## src/rtl/uart_rx_if.sv

```systemverilog
// Serial-line side of the UART receiver: line and tick in, byte and status pulses out.
// The master modport is the driving side (line/tick source); slave is the receiver.
interface uart_rx_if #(
    parameter int DBIT = 8
);
    logic            i_rx;
    logic            i_s_tick;
    logic [DBIT-1:0] o_data;
    logic            o_rx_done;
    logic            o_frame_error;
    logic            o_busy;

    modport master (
        output i_rx, i_s_tick,
        input  o_data, o_rx_done, o_frame_error, o_busy
    );

    modport slave (
        input  i_rx, i_s_tick,
        output o_data, o_rx_done, o_frame_error, o_busy
    );
endinterface

```

## src/rtl/uart_rx.sv

```systemverilog
// 16x-oversampled UART receiver: start/DBIT data (LSB first)/stop, mid-bit sampling,
// one-cycle done or frame-error pulse per frame, BREAK state to ride out a held-low line.
module uart_rx #(
    parameter int DBIT    = 8,
    parameter int SB_TICK = 16
) (
    input logic       i_clk,
    input logic       i_reset,
    uart_rx_if.slave  bus
);
    // Stop-bit counting needs a fifth bit once it runs past 16 ticks.
    localparam int SW = (SB_TICK > 16) ? 5 : 4;

    typedef enum logic [2:0] {IDLE, START, DATA, STOP, BRK} state_t;

    state_t          state_q, state_n;
    logic [SW-1:0]   s_cnt_q, s_cnt_n;
    logic [2:0]      n_cnt_q, n_cnt_n;
    logic [DBIT-1:0] shift_q, shift_n;
    logic [DBIT-1:0] data_q, data_n;
    logic            done_q, done_n;
    logic            ferr_q, ferr_n;
    logic            busy;
    logic [1:0]      sync_q;
    logic            rx_s;

    always_ff @(posedge i_clk or negedge i_reset) begin
        if (!i_reset) sync_q <= 2'b11;
        else          sync_q <= {sync_q[0], bus.i_rx};
    end
    assign rx_s = sync_q[1];

    always_ff @(posedge i_clk or negedge i_reset) begin
        if (!i_reset) begin
            state_q <= IDLE;
            s_cnt_q <= '0;
            n_cnt_q <= '0;
            shift_q <= '0;
            data_q  <= '0;
            done_q  <= 1'b0;
            ferr_q  <= 1'b0;
        end else begin
            state_q <= state_n;
            s_cnt_q <= s_cnt_n;
            n_cnt_q <= n_cnt_n;
            shift_q <= shift_n;
            data_q  <= data_n;
            done_q  <= done_n;
            ferr_q  <= ferr_n;
        end
    end

    always_comb begin
        state_n = state_q;
        s_cnt_n = s_cnt_q;
        n_cnt_n = n_cnt_q;
        shift_n = shift_q;
        data_n  = data_q;
        done_n  = 1'b0;
        ferr_n  = 1'b0;
        unique case (state_q)
            IDLE: begin
                if (!rx_s) begin
                    state_n = START;
                    s_cnt_n = '0;
                end
            end
            START: begin
                if (bus.i_s_tick) begin
                    if (s_cnt_q == SW'(7)) begin
                        s_cnt_n = '0;
                        n_cnt_n = '0;
                        state_n = rx_s ? IDLE : DATA;
                    end else begin
                        s_cnt_n = s_cnt_q + 1'b1;
                    end
                end
            end
            DATA: begin
                if (bus.i_s_tick) begin
                    if (s_cnt_q == SW'(15)) begin
                        s_cnt_n = '0;
                        shift_n = {rx_s, shift_q[DBIT-1:1]};
                        if (n_cnt_q == 3'(DBIT-1)) state_n = STOP;
                        else                       n_cnt_n = n_cnt_q + 1'b1;
                    end else begin
                        s_cnt_n = s_cnt_q + 1'b1;
                    end
                end
            end
            STOP: begin
                if (bus.i_s_tick) begin
                    if (s_cnt_q == SW'(SB_TICK-1)) begin
                        s_cnt_n = '0;
                        if (rx_s) begin
                            data_n  = shift_q;
                            done_n  = 1'b1;
                            state_n = IDLE;
                        end else begin
                            ferr_n  = 1'b1;
                            state_n = BRK;
                        end
                    end else begin
                        s_cnt_n = s_cnt_q + 1'b1;
                    end
                end
            end
            BRK: begin
                if (rx_s) state_n = IDLE;
            end
            default: state_n = IDLE;
        endcase
    end

    always_comb begin
        busy = (state_q != IDLE);
    end

    assign bus.o_data        = data_q;
    assign bus.o_rx_done     = done_q;
    assign bus.o_frame_error = ferr_q;
    assign bus.o_busy        = busy;
endmodule

```

## src/flat_wrapper.sv

```systemverilog
// flat-port wrapper written by rule: the top's interface ports become plain ports
module uart_rx_flat 
#(
    parameter int DBIT    = 8,
    parameter int SB_TICK = 16
)
  (i_clk, i_reset, bus_i_rx, bus_i_s_tick, bus_o_data, bus_o_rx_done, bus_o_frame_error, bus_o_busy);
  uart_rx_if #(.DBIT(DBIT)) bus_i ();
  input logic i_clk;
  input logic i_reset;
  input wire logic [$bits(bus_i.i_rx)-1:0] bus_i_rx;
  input wire logic [$bits(bus_i.i_s_tick)-1:0] bus_i_s_tick;
  output wire logic [$bits(bus_i.o_data)-1:0] bus_o_data;
  output wire logic [$bits(bus_i.o_rx_done)-1:0] bus_o_rx_done;
  output wire logic [$bits(bus_i.o_frame_error)-1:0] bus_o_frame_error;
  output wire logic [$bits(bus_i.o_busy)-1:0] bus_o_busy;
  assign bus_i.i_rx = bus_i_rx;
  assign bus_i.i_s_tick = bus_i_s_tick;
  assign bus_o_data = bus_i.o_data;
  assign bus_o_rx_done = bus_i.o_rx_done;
  assign bus_o_frame_error = bus_i.o_frame_error;
  assign bus_o_busy = bus_i.o_busy;
  uart_rx #(.DBIT(DBIT), .SB_TICK(SB_TICK)) u_core (.i_clk(i_clk), .i_reset(i_reset), .bus(bus_i));
endmodule
```

## config.mk

```make
export PLATFORM = sky130hd
export DESIGN_NAME = uart_rx_flat
export DESIGN_NICKNAME = d
export VERILOG_FILES = /design/src/rtl/uart_rx_if.sv /design/src/rtl/uart_rx.sv /design/src/flat_wrapper.sv
export SDC_FILE = /design/constraint.sdc
export NUM_CORES = 1
export LEC_CHECK = 0
export ABC_AREA = 1
export CORE_UTILIZATION = 35
export DETAILED_ROUTE_END_ITERATION = 8
export PLACE_DENSITY = 0.63
export SKIP_CTS_REPAIR_TIMING = 1
export SYNTH_ARGS = -nofsm -noshare
export SYNTH_HDL_FRONTEND = slang
export SYNTH_SLANG_ARGS = --single-unit
```

## constraint.sdc

```tcl
create_clock -name i_clk -period 1.3 [get_ports i_clk]
set_input_delay 0.195 -clock i_clk [delete_from_list [all_inputs] [get_ports i_clk]]
set_output_delay 0.195 -clock i_clk [all_outputs]
set_load 0.05 [all_outputs]
```

Yosys cells after proc, flatten, opt, wreduce, memory -nomap -nowiden

Index checks and enable logic that the tools add are counted.

Add/subtract/negate cells: 2
Eq/ne operators: 18
Mux-type cells: 32
Reductions and logical operators: 10

Operator list:

| operator              | count |
|---|---|
| $mux W3               | 15 |
| $mux W4               | 5 |
| $pmux W3 S5           | 1 |
| $ne A2 B1 Y1 const B  | 6 |
| $pmux W4 S3           | 1 |
| $ne A2 B2 Y1 const B  | 5 |
| $reduce_and A9 Y1     | 1 |
| $mux W1               | 8 |
| $reduce_and A4 Y1     | 2 |
| $eq A3 B2 Y1 const B  | 2 |
| $eq A3 B3 Y1 const B  | 2 |
| $pmux W3 S2           | 1 |
| $reduce_and A6 Y1     | 1 |
| $reduce_bool A3 Y1    | 2 |
| $add A4 B1 Y4 const B | 1 |
| $eq A4 B3 Y1 const B  | 1 |
| $eq A4 B4 Y1 const B  | 1 |
| $add A3 B1 Y3 const B | 1 |
| $eq A3 B1 Y1 const B  | 1 |
| $logic_not A3 Y1      | 1 |
| $reduce_and A3 Y1     | 1 |
| $mux W2               | 1 |
| $reduce_bool A2 Y1    | 1 |
| $reduce_or A2 Y1      | 1 |

Register bits after elaboration: 30
Input bits: 4
Logic and storage cells: 70

Depth between registers and ports, before layout

Gate-level depths: netlist of run 1.

Depth after elaboration: 5
Gate-level depth with buffers: 9
Gate-level depth less buffers: 9

Least setup slack after synthesis of run 1

No wires, ideal clock.

Path type: register to register
From: register u_core.s_cnt_q[0]
To: register u_core.data_q[4] (netlist: u_core.bus.o_data[4])
Setup time: 0.120 ns
Data arrival time: 1.272 ns
Required time: 1.180 ns
Setup slack: -0.091 ns
Cell stages (with the launch flop): 8
Buffers on the path: 1
Period minus slack after synthesis: 1.391 ns
Path through: dfrtp_1 ha_1 nand3_1 nor2_4 nand3_4 buf_6 nand2_1 o21ai_2

Longest elaborated chain between the ends: 2

Ends and longest elaborated chain:

| element                     | line          | RTL |
|---|---|---|
| from (decl)                 | uart_rx.sv:17 | `logic [SW-1:0] s_cnt_q, s_cnt_n;` |
| from (signal assigned)      | uart_rx.sv:44 | `s_cnt_q <= s_cnt_n;` |
| $eq A4 B4 Y1                | uart_rx.sv:93 | `if (s_cnt_q == SW'(SB_TICK-1)) begin` |
| $reduce_and A4 Y1 (no line) | n/a           |  |
| to (signal assigned)        | uart_rx.sv:47 | `data_q <= data_n;` |
| to (decl)                   | uart_rx.sv:20 | `logic [DBIT-1:0] data_q, data_n;` |

Every way passes these cells.
A chain may end at the register's enable or synchronous reset.

Worst setup path in the final report of run 1

From: register u_core.s_cnt_q[0]
To: register u_core.n_cnt_q[1]

Longest elaborated chain between the ends: 3

Ends and longest elaborated chain:

| element                                      | line                         | RTL |
|---|---|---|
| $eq A4 B4 Y1 or $eq A4 B3 Y1 (tied branches) | uart_rx.sv:81, uart_rx.sv:70 |  |
| $ne A2 B1 Y1 (no line)                       | n/a                          |  |
| $reduce_and A6 Y1 (no line) (*)              | n/a                          |  |
| to (signal assigned)                         | uart_rx.sv:45                | `n_cnt_q <= n_cnt_n;` |
| to (decl)                                    | uart_rx.sv:18                | `logic [2:0] n_cnt_q, n_cnt_n;` |

Mark *: on every way between the ends. The rest lies on a longest branch, timed or not.

==> run summary, run 1 <==
Status = finished with violations
Failing checks = negative setup slack
Routed wire per std cell = 12.09 um
Largest fanout on the critical path = 6
Clk_lat worst skew = 280 ps
Unrepaired setup endpoints after global routing = yes
Most used cell, CP = nand2_2
CTS tree = yes
Initial drt markers = 46
NumNets Final = 214
Critical Path Max Stage Delay = 390 ps
First-pass GRT wire length = 4905 um
Cell row count = 23
Worst path cell trace = ha_4 -> nand4_1 -> nand2_1 -> nand2_2 -> inv_2 -> nand2_4 -> nand2_2 -> o21ai_2
# diodes = 0
Syn Area/Cell = 9.163 sq um
Vias per inst = 4.755
Post-Synth XOR/XNOR Area = 0%
Setup Viol. Count Final = 23
Crit Path Category = reg -> reg
Post-synthesis sequential area ratio = 51.06%
Synth Area in Compound Gates = 13.40%
Core area = 0.004029 sq mm
Final Max Slew Viols = 0
Final Skew = 5.427 ps
Power per standard cell area = 1606 mW/mm^2
Non-filler instance count after layout = 257
Worst setup path startpoint = u_core.s_cnt_q[0]
Fmax = 731.0 MHz
Die span in y = 66.92 um
FILL cells = 361
CTS clk-pin slew, worst paths = 60 ps
TritonCTS Buffers = 5
Yosys reg bits = 30
Die X = 66.92 um
Max_cap viols = 0
Number of synthesized flops with an enable pin = 0
Crit path capture type = flip-flop
R2r startpoint = u_core.s_cnt_q[0]
Total grt overflow = 0
Ys flop type = dfrtp_1
# IOs = 15
Mux share of post-synthesis cell area = 0%
Combinational family with the most area after synthesis = simple AND/OR/NAND/NOR gates
H-tree level count = 2
Clk sink count = 30
Post-detail-place hpwl = 2119 um
Initial antenna violation count = 0
Vias in the first global route = 1159
Synth unique cells = 21
Max Root-Sink Buffers = 2
Final min period = 1368 ps
Port Buf Inserts = 14
Multi-input gate area = 726.9 sq um
Storage element area = 754.5 sq um
DRC Markers = 0
Final period util = 105.2%
Initial Utilization = 36.61%
Hold Crit Class = in -> async
P_leak = 1.001 nW
Dpl cell area = 0.001911 sq mm
Total track usage = 15.24%
R2R depth = 8
Final worst slack = -67.94 ps
Total wire length = 3108 um
Util after Layout = 54.41%
WP data required = 1470 ps
Drt first pass iters = 4
Crit path DAT = 1540 ps
Setup crit start kind = flip-flop
Total Die Area = 0.004478 sq mm
Share of layout cells above drive strength 1 = 48.31%
R2r setup slk = -70 ps
Synth Area in Simple Gates = 26.12%
Mapped Area = 0.001475 sq mm
Synth warn = 0
Post-route cell area = 0.002192 sq mm
Peak supply drop = 747.2 uV
Adder-Cell Fraction of Synth Area = 2.545%
Critical R2R Capture = u_core.n_cnt_q[1]
Placed cells = 240
Post-route ant nets = 0
Count of final hold-check violations = 0
Gpl congestion = 0.9153
Most common cell after layout, fill and taps aside = nand2_1
Relative slew slack = 82.69%
Slowest CP cell = dfrtp_1
Sum Neg Setup Slack = -847.6 ps
Largest net degree at the start of global routing = 20
Least-Margin Pin Slew = 258.8 ps
Syn Inst Count = 161
Most frequent cells in the layout = nand2_1 (34), dfrtp_1 (27), buf_4 (25), o21ai_2 (17), inv_1 (15)
Syn nets = 168
Area grow syn2layout = 48.60%
FFs w/ async S/R, synth = 100.0%
Clock root buffer = clkbuf_8
Via count = 1222
## per-layer routing
layer	track usage, %	vias to the layer above	routed length, um
met2	23.74	25	1619
met5	0	-	0
met3	5.308	9	132
met4	10.11	0	104
li1	-	611	-
met1	17.47	577	1251
## worst max path at each step
stage	end	slack, ps	cells after the start
2_1_floorplan	u_core.bus.o_data[4]	-20	7
3_3_place_gp	u_core.shift_q[4]	-170	6
3_5_place_dp	u_core.shift_q[7]	-210	6
4_1_cts	bus_o_busy	-210	4
5_1_grt	u_core.state_q[1]	-170	8
6_report	u_core.n_cnt_q[1]	-70	8
## kinds of logic after synthesis
group	count (synthesis)
AO/OA/AOI/OAI	26
adder cells (fa/ha/maj)	3
buffers and inverters	23
flip-flops	30
AND/OR/NAND/NOR	79
## critical path, delay by kind of cell, from the launching register on
family,cells,cell delay (ps)
DFF,1,390
and+or+nand+nor,5,550
adders and majority gates,1,180
buffers and inverters,1,80
AOI/OAI and AO/OA,1,50
## where the power goes
| part | internal, mW | total, mW | switching, mW | leakage, nW |
|---|---|---|---|---|
| Combinational | 0.642 | 1.44 | 0.800 | 0.538 |
| Sequential | 1.03 | 1.14 | 0.104 | 0.406 |
| Clock | 0.612 | 0.942 | 0.330 | 0.0573 |
## cells in the mapped netlist (3+ instances only)
cell,n,area (sq um)
dfrtp_1,28,700.7
ha_1,3,37.54
inv_1,16,60.06
inv_2,5,18.77
nand2_1,45,168.9
nand2_2,3,18.77
nand3_1,10,50.05
nor2_1,9,33.78
nor2_4,3,33.78
o21ai_0,5,25.02
o21ai_1,4,20.02
o21ai_2,16,140.1
## state kept, by name, indices dropped and copies added, names as in the netlist
register and count:
u_core.bus.o_rx_done 1, u_core.s_cnt_q 4, u_core.bus.o_data 8, u_core.bus.o_frame_error 1, u_core.shift_q 8, u_core.sync_q 2, u_core.state_q 3, u_core.n_cnt_q 3
## metrics by stage
| stage | power, mW | setup WS, ps | hold slack, ps |
|---|---|---|---|
| after floorplan | 1.882 | -15.88 | -100.6 |
| after global placement | 2.280 | -172.0 | 346.2 |
| after detailed placement | 2.317 | -210.2 | 351.0 |
| after CTS | 3.272 | -212.9 | 244.4 |
| after global routing | 3.742 | -168.2 | 281.9 |
| final | 3.521 | -67.94 | 238.7 |
## cell type report
cell class	count	area share, %
well taps	50	2.854
multi-input cells	109	33.16
clock buffers	6	3.767
inverters	21	3.938
clock inverters	1	1.370
flip-flops and latches	30	34.42
repair buffers	40	20.49
Note: power is estimated with default switching activity, not from simulation.
==> inputs of run 2 (changes only) <==
--- a/config.mk
+++ b/config.mk
@@ -7,6 +7,7 @@
 export LEC_CHECK = 0
 export ABC_AREA = 1
 export CORE_UTILIZATION = 35
+export CTS_BUF_LIST = sky130_fd_sc_hd__clkbuf_8
 export DETAILED_ROUTE_END_ITERATION = 8
 export PLACE_DENSITY = 0.63
 export SKIP_CTS_REPAIR_TIMING = 1
==> constraint.sdc (replaced) <==
create_clock -name i_clk -period 1.3 [get_ports i_clk]
set_input_delay 0.13 -clock i_clk [delete_from_list [all_inputs] [get_ports i_clk]]
set_output_delay 0.13 -clock i_clk [all_outputs]
set_load 0.05 [all_outputs]
==> run 2 against run 1 <==
Highest routed layer unchanged. Combinational power increased by 9%. Via count increased by 4.9%. Utilization increased by 1.9 points. Sequential power about the same. Clock power decreased by 16%. Largest power group unchanged. The flow still finishes with violations (negative setup slack). Register-to-register slack got worse by 40 ps.
==> run summary, run 2 (synthesized netlist as in run 1, its figures left out) <==
Util after Layout = 56.34%
Unrepaired setup endpoints after global routing = yes
Failing checks = negative setup slack
Die X = 66.92 um
# IOs = 15
R2r setup slk = -110 ps
R2R depth = 8
Crit-path leading delay family = simple AND/OR/NAND/NOR gates
Max_cap viols = 0
Vias in the first global route = 1155
DRC Markers = 0
Crit path capture type = flip-flop
Total grt overflow = 0
Clock root buffer = clkbuf_8
WHS = 159.4 ps
R2r startpoint = u_core.s_cnt_q[0]
Hold Crit Class = in -> async
Placed cells = 240
Critical Path Max Stage Delay = 390 ps
Status = finished with violations
WP data required = 1470 ps
Total track usage = 15.35%
Non-filler instance count after layout = 263
Vias per inst = 4.875
Largest fanout on the critical path = 6
Final min period = 1412 ps
Power per standard cell area = 1544 mW/mm^2
Dpl cell area = 0.001911 sq mm
Post-route cell area = 0.002270 sq mm
Sum Neg Setup Slack = -1071 ps
Setup WS pre-CTS = -148.3 ps
Post-route ant nets = 0
FILL cells = 327
Total wire length = 3521 um
Largest net degree at the start of global routing = 20
Clk_lat worst skew = 290 ps
Final worst slack = -111.5 ps
Crit Path Category = reg -> reg
Port Buf Inserts = 14
Most used cell, CP = nand2_1
Via count = 1282
H-tree level count = 2
Share of layout cells above drive strength 1 = 54.46%
Max Root-Sink Buffers = 2
Cell row count = 23
# diodes = 0
Peak supply drop = 668.5 uV
Area grow syn2layout = 53.86%
Worst path cell trace = ha_4 -> nand4_1 -> nand2_1 -> nand2_2 -> inv_2 -> nand2_4 -> nand2_1 -> o21ai_1
Pwr Total = 3.505 mW
Setup crit start kind = flip-flop
Least-Margin Pin Slew = 251.4 ps
NumNets Final = 219
Setup Viol. Count Final = 16
Buf+Inv Stages, Crit Path = 1
First-pass GRT wire length = 4926 um
P_leak = 1.019 nW
Initial antenna violation count = 0
TritonCTS Buffers = 5
Slowest CP cell = dfrtp_1
Initial drt markers = 39
Total Die Area = 0.004478 sq mm
Relative slew slack = 83.18%
Core area = 0.004029 sq mm
Routed wire per std cell = 13.39 um
Drt first pass iters = 4
Post-detail-place hpwl = 2201 um
Worst Setup EP = u_core.n_cnt_q[2]
Most frequent cells in the layout = nand2_1 (30), buf_4 (27), dfrtp_1 (26), o21ai_2 (18), nand2_2 (16)
Worst setup path startpoint = u_core.s_cnt_q[0]
Crit path DAT = 1590 ps
Most common cell after layout, fill and taps aside = nand2_1
Final Skew = 7.412 ps
Initial Utilization = 36.61%
Critical Path Stages = 8
CTS clk-pin slew, worst paths = 60 ps
CTS tree = yes
Critical R2R Capture = u_core.n_cnt_q[2]
Final period util = 108.6%
Fmax = 708.5 MHz
Clk sink count = 30
Die span in y = 66.92 um
Count of final hold-check violations = 0
Final Max Slew Viols = 0
Gpl congestion = 0.9038
## run 2: report_power, final
part / total, mW / leakage [nW] / switching (mW) / internal [mW]
registers: 1.14 / 0.404 / 0.110 / 1.03
clock network: 0.792 / 0.0472 / 0.368 / 0.424
logic: 1.57 / 0.567 / 0.864 / 0.705
## run 2: how the worst min path moves through the flow
| stage | slack, ps | cells past startpoint | start | end |
|---|---|---|---|---|
| floorplan | -170 | 0 | i_reset | u_core.bus.o_data[0] |
| global placement | 350 | 0 | u_core.sync_q[0] | u_core.sync_q[1] |
| detailed placement | 350 | 0 | u_core.sync_q[0] | u_core.sync_q[1] |
| CTS | 160 | 2 | i_reset | u_core.s_cnt_q[1] |
| global route | 210 | 2 | i_reset | u_core.s_cnt_q[1] |
| finish | 160 | 2 | i_reset | u_core.s_cnt_q[0] |
## run 2: layout make-up
class	instances	area [sq um]	area share [%]
multi-input cells	110	790.8	34.84
flip-flops and latches	30	755.7	33.30
clock inverters	2	12.51	0.5513
inverters	21	78.83	3.473
repair buffers	44	486.7	21.44
clock buffers	6	82.58	3.638
well taps	50	62.56	2.756
## run 2: layer usage
metal	vias up	track usage, %	wire length, um
li1	619	-	-
met1	622	16.84	1354
met2	30	25.51	1916
met3	11	5.308	130
met4	0	8.777	120
met5	-	0	0
==> inputs of run 3 (changes only) <==
--- a/config.mk
+++ b/config.mk
@@ -7,7 +7,7 @@
 export LEC_CHECK = 0
 export ABC_AREA = 1
 export CORE_UTILIZATION = 35
-export CTS_BUF_LIST = sky130_fd_sc_hd__clkbuf_8
+export CTS_BUF_LIST = sky130_fd_sc_hd__clkbuf_4
 export DETAILED_ROUTE_END_ITERATION = 8
 export PLACE_DENSITY = 0.63
 export SKIP_CTS_REPAIR_TIMING = 1
==> run 3 against run 2 <==
Flip-flop and latch count did not move. Via count shrank 1.5%. Largest power group unchanged. Die area unchanged. Routed wire length increased by 0.28%. The flow still finishes with violations (negative setup slack). Non-clock buffer count up 2. Total power fell by 5.9%. Combinational power about the same.
==> run summary, run 3 (synthesized netlist as in run 1, its figures left out) <==
Final min period = 1431 ps
Setup crit start kind = flip-flop
Crit-path leading delay family = simple AND/OR/NAND/NOR gates
Clock root buffer = clkbuf_4
Share of layout cells above drive strength 1 = 56.28%
Failing checks = negative setup slack
Die X = 66.92 um
H-tree level count = 2
Crit Path Category = reg -> reg
Slowest CP cell = dfrtp_1
Total wire length = 3531 um
Vias in the first global route = 1152
Via count = 1263
Final worst slack = -131.1 ps
FILL cells = 335
Initial Utilization = 36.61%
Count of final hold-check violations = 0
Util after Layout = 55.90%
Max Root-Sink Buffers = 2
WP data required = 1530 ps
Setup Viol. Count Final = 25
Port Buf Inserts = 14
Cell row count = 23
Hold Crit Class = in -> async
Critical Path Stages = 8
CTS clk-pin slew, worst paths = 90 ps
Post-route ant nets = 0
Critical R2R Capture = u_core.n_cnt_q[2]
Largest net degree at the start of global routing = 20
Worst Setup EP = u_core.n_cnt_q[2]
Initial antenna violation count = 0
Non-filler instance count after layout = 265
Final Max Slew Viols = 0
# IOs = 15
Least-Margin Pin Slew = 252.9 ps
First-pass GRT wire length = 4905 um
Power per standard cell area = 1464 mW/mm^2
Unrepaired setup endpoints after global routing = yes
Post-detail-place hpwl = 2201 um
Sum Neg Setup Slack = -1541 ps
Buf+Inv Stages, Crit Path = 1
Relative slew slack = 83.08%
Dpl cell area = 0.001911 sq mm
Area grow syn2layout = 52.67%
Fmax = 698.8 MHz
Gpl congestion = 0.9038
Max_cap viols = 0
Post-route cell area = 0.002252 sq mm
CTS tree = yes
Die span in y = 66.92 um
Clk sink count = 30
Clk_lat worst skew = 350 ps
Routed wire per std cell = 13.32 um
Most used cell, CP = nand2_1
Worst path cell trace = ha_4 -> nand4_1 -> nand2_1 -> nand2_2 -> inv_2 -> nand2_4 -> nand2_1 -> o21ai_1
Total grt overflow = 0
R2r setup slk = -130 ps
Status = finished with violations
Crit path DAT = 1660 ps
Final Skew = 14.44 ps
Vias per inst = 4.766
Drt first pass iters = 4
Critical Path Max Stage Delay = 400 ps
Largest fanout on the critical path = 6
Final period util = 110.1%
# diodes = 0
TritonCTS Buffers = 5
Core area = 0.004029 sq mm
Placed cells = 240
P_leak = 0.9996 nW
Most common cell after layout, fill and taps aside = buf_4
Peak supply drop = 667.0 uV
Total Die Area = 0.004478 sq mm
R2R depth = 8
Total track usage = 15.17%
NumNets Final = 221
R2r startpoint = u_core.s_cnt_q[0]
Worst setup path startpoint = u_core.s_cnt_q[0]
Crit path capture type = flip-flop
DRC Markers = 0
Initial drt markers = 36
Most frequent cells in the layout = buf_4 (29), nand2_1 (28), dfrtp_1 (26), nand2_2 (18), o21ai_2 (18)
## run 3: changes by cell type in the layout (fill, tap and decap cells not counted), sizes merged
| cell | previous run | this run |
|---|---|---|
| clkbuf | 6 | 5 |
| buf | 41 | 43 |
| clkinv | 1 | 2 |
## run 3: layout make-up
class	count	area (sq um)	share of cell area, %
Clock buffer	5	37.54	1.667
Clock inverter	3	16.27	0.7222
Inverter	21	78.83	3.500
Multi-Input combinational cell	110	799.5	35.50
Sequential cell	30	755.7	33.56
Tap cell	50	62.56	2.778
Timing Repair Buffer	46	501.7	22.28
## run 3: metrics by stage
stage                     hold WS, ps  worst slack (ps)  power [mW]
final                           99.04            -131.1       3.297
after floorplan                -165.6            -15.88       1.882
after global routing            136.8            -192.6       3.494
after CTS                       98.92            -225.0       2.884
after global placement          346.2            -110.4       2.279
after detailed placement        351.0            -148.3       2.321
## run 3: worst reg2reg max path: cells and delay by family, from the launching register on
family | cells | cell delay (ps)
flops | 1 | 400
compound gates | 1 | 60
simple gates | 5 | 580
fa+ha+maj | 1 | 190
buf+inv | 1 | 90
## run 3: where the power goes
| group | switching (mW) | leakage (nW) | internal [mW] |
|---|---|---|---|
| clock network | 0.347 | 0.0286 | 0.200 |
| logic | 0.881 | 0.566 | 0.723 |
| registers | 0.113 | 0.404 | 1.03 |
| total | 1.34 | 1.00 | 1.96 |
## run 3: worst min path at each step
stage / to / startpoint / cells past startpoint
2_1_floorplan: u_core.bus.o_data[0] / i_reset / 0
3_3_place_gp: u_core.sync_q[1] / u_core.sync_q[0] / 0
3_5_place_dp: u_core.sync_q[1] / u_core.sync_q[0] / 0
4_1_cts: u_core.s_cnt_q[1] / i_reset / 2
5_1_grt: u_core.s_cnt_q[1] / i_reset / 2
6_report: u_core.s_cnt_q[0] / i_reset / 2
## run 3: per-layer routing
layer | global-route usage, % | vias up | wire length, um
met5 | 0 | - | 0
met4 | 7.181 | 0 | 95
met3 | 5.308 | 9 | 129
met2 | 25.76 | 24 | 1913
met1 | 16.74 | 606 | 1392
li1 | - | 624 | -
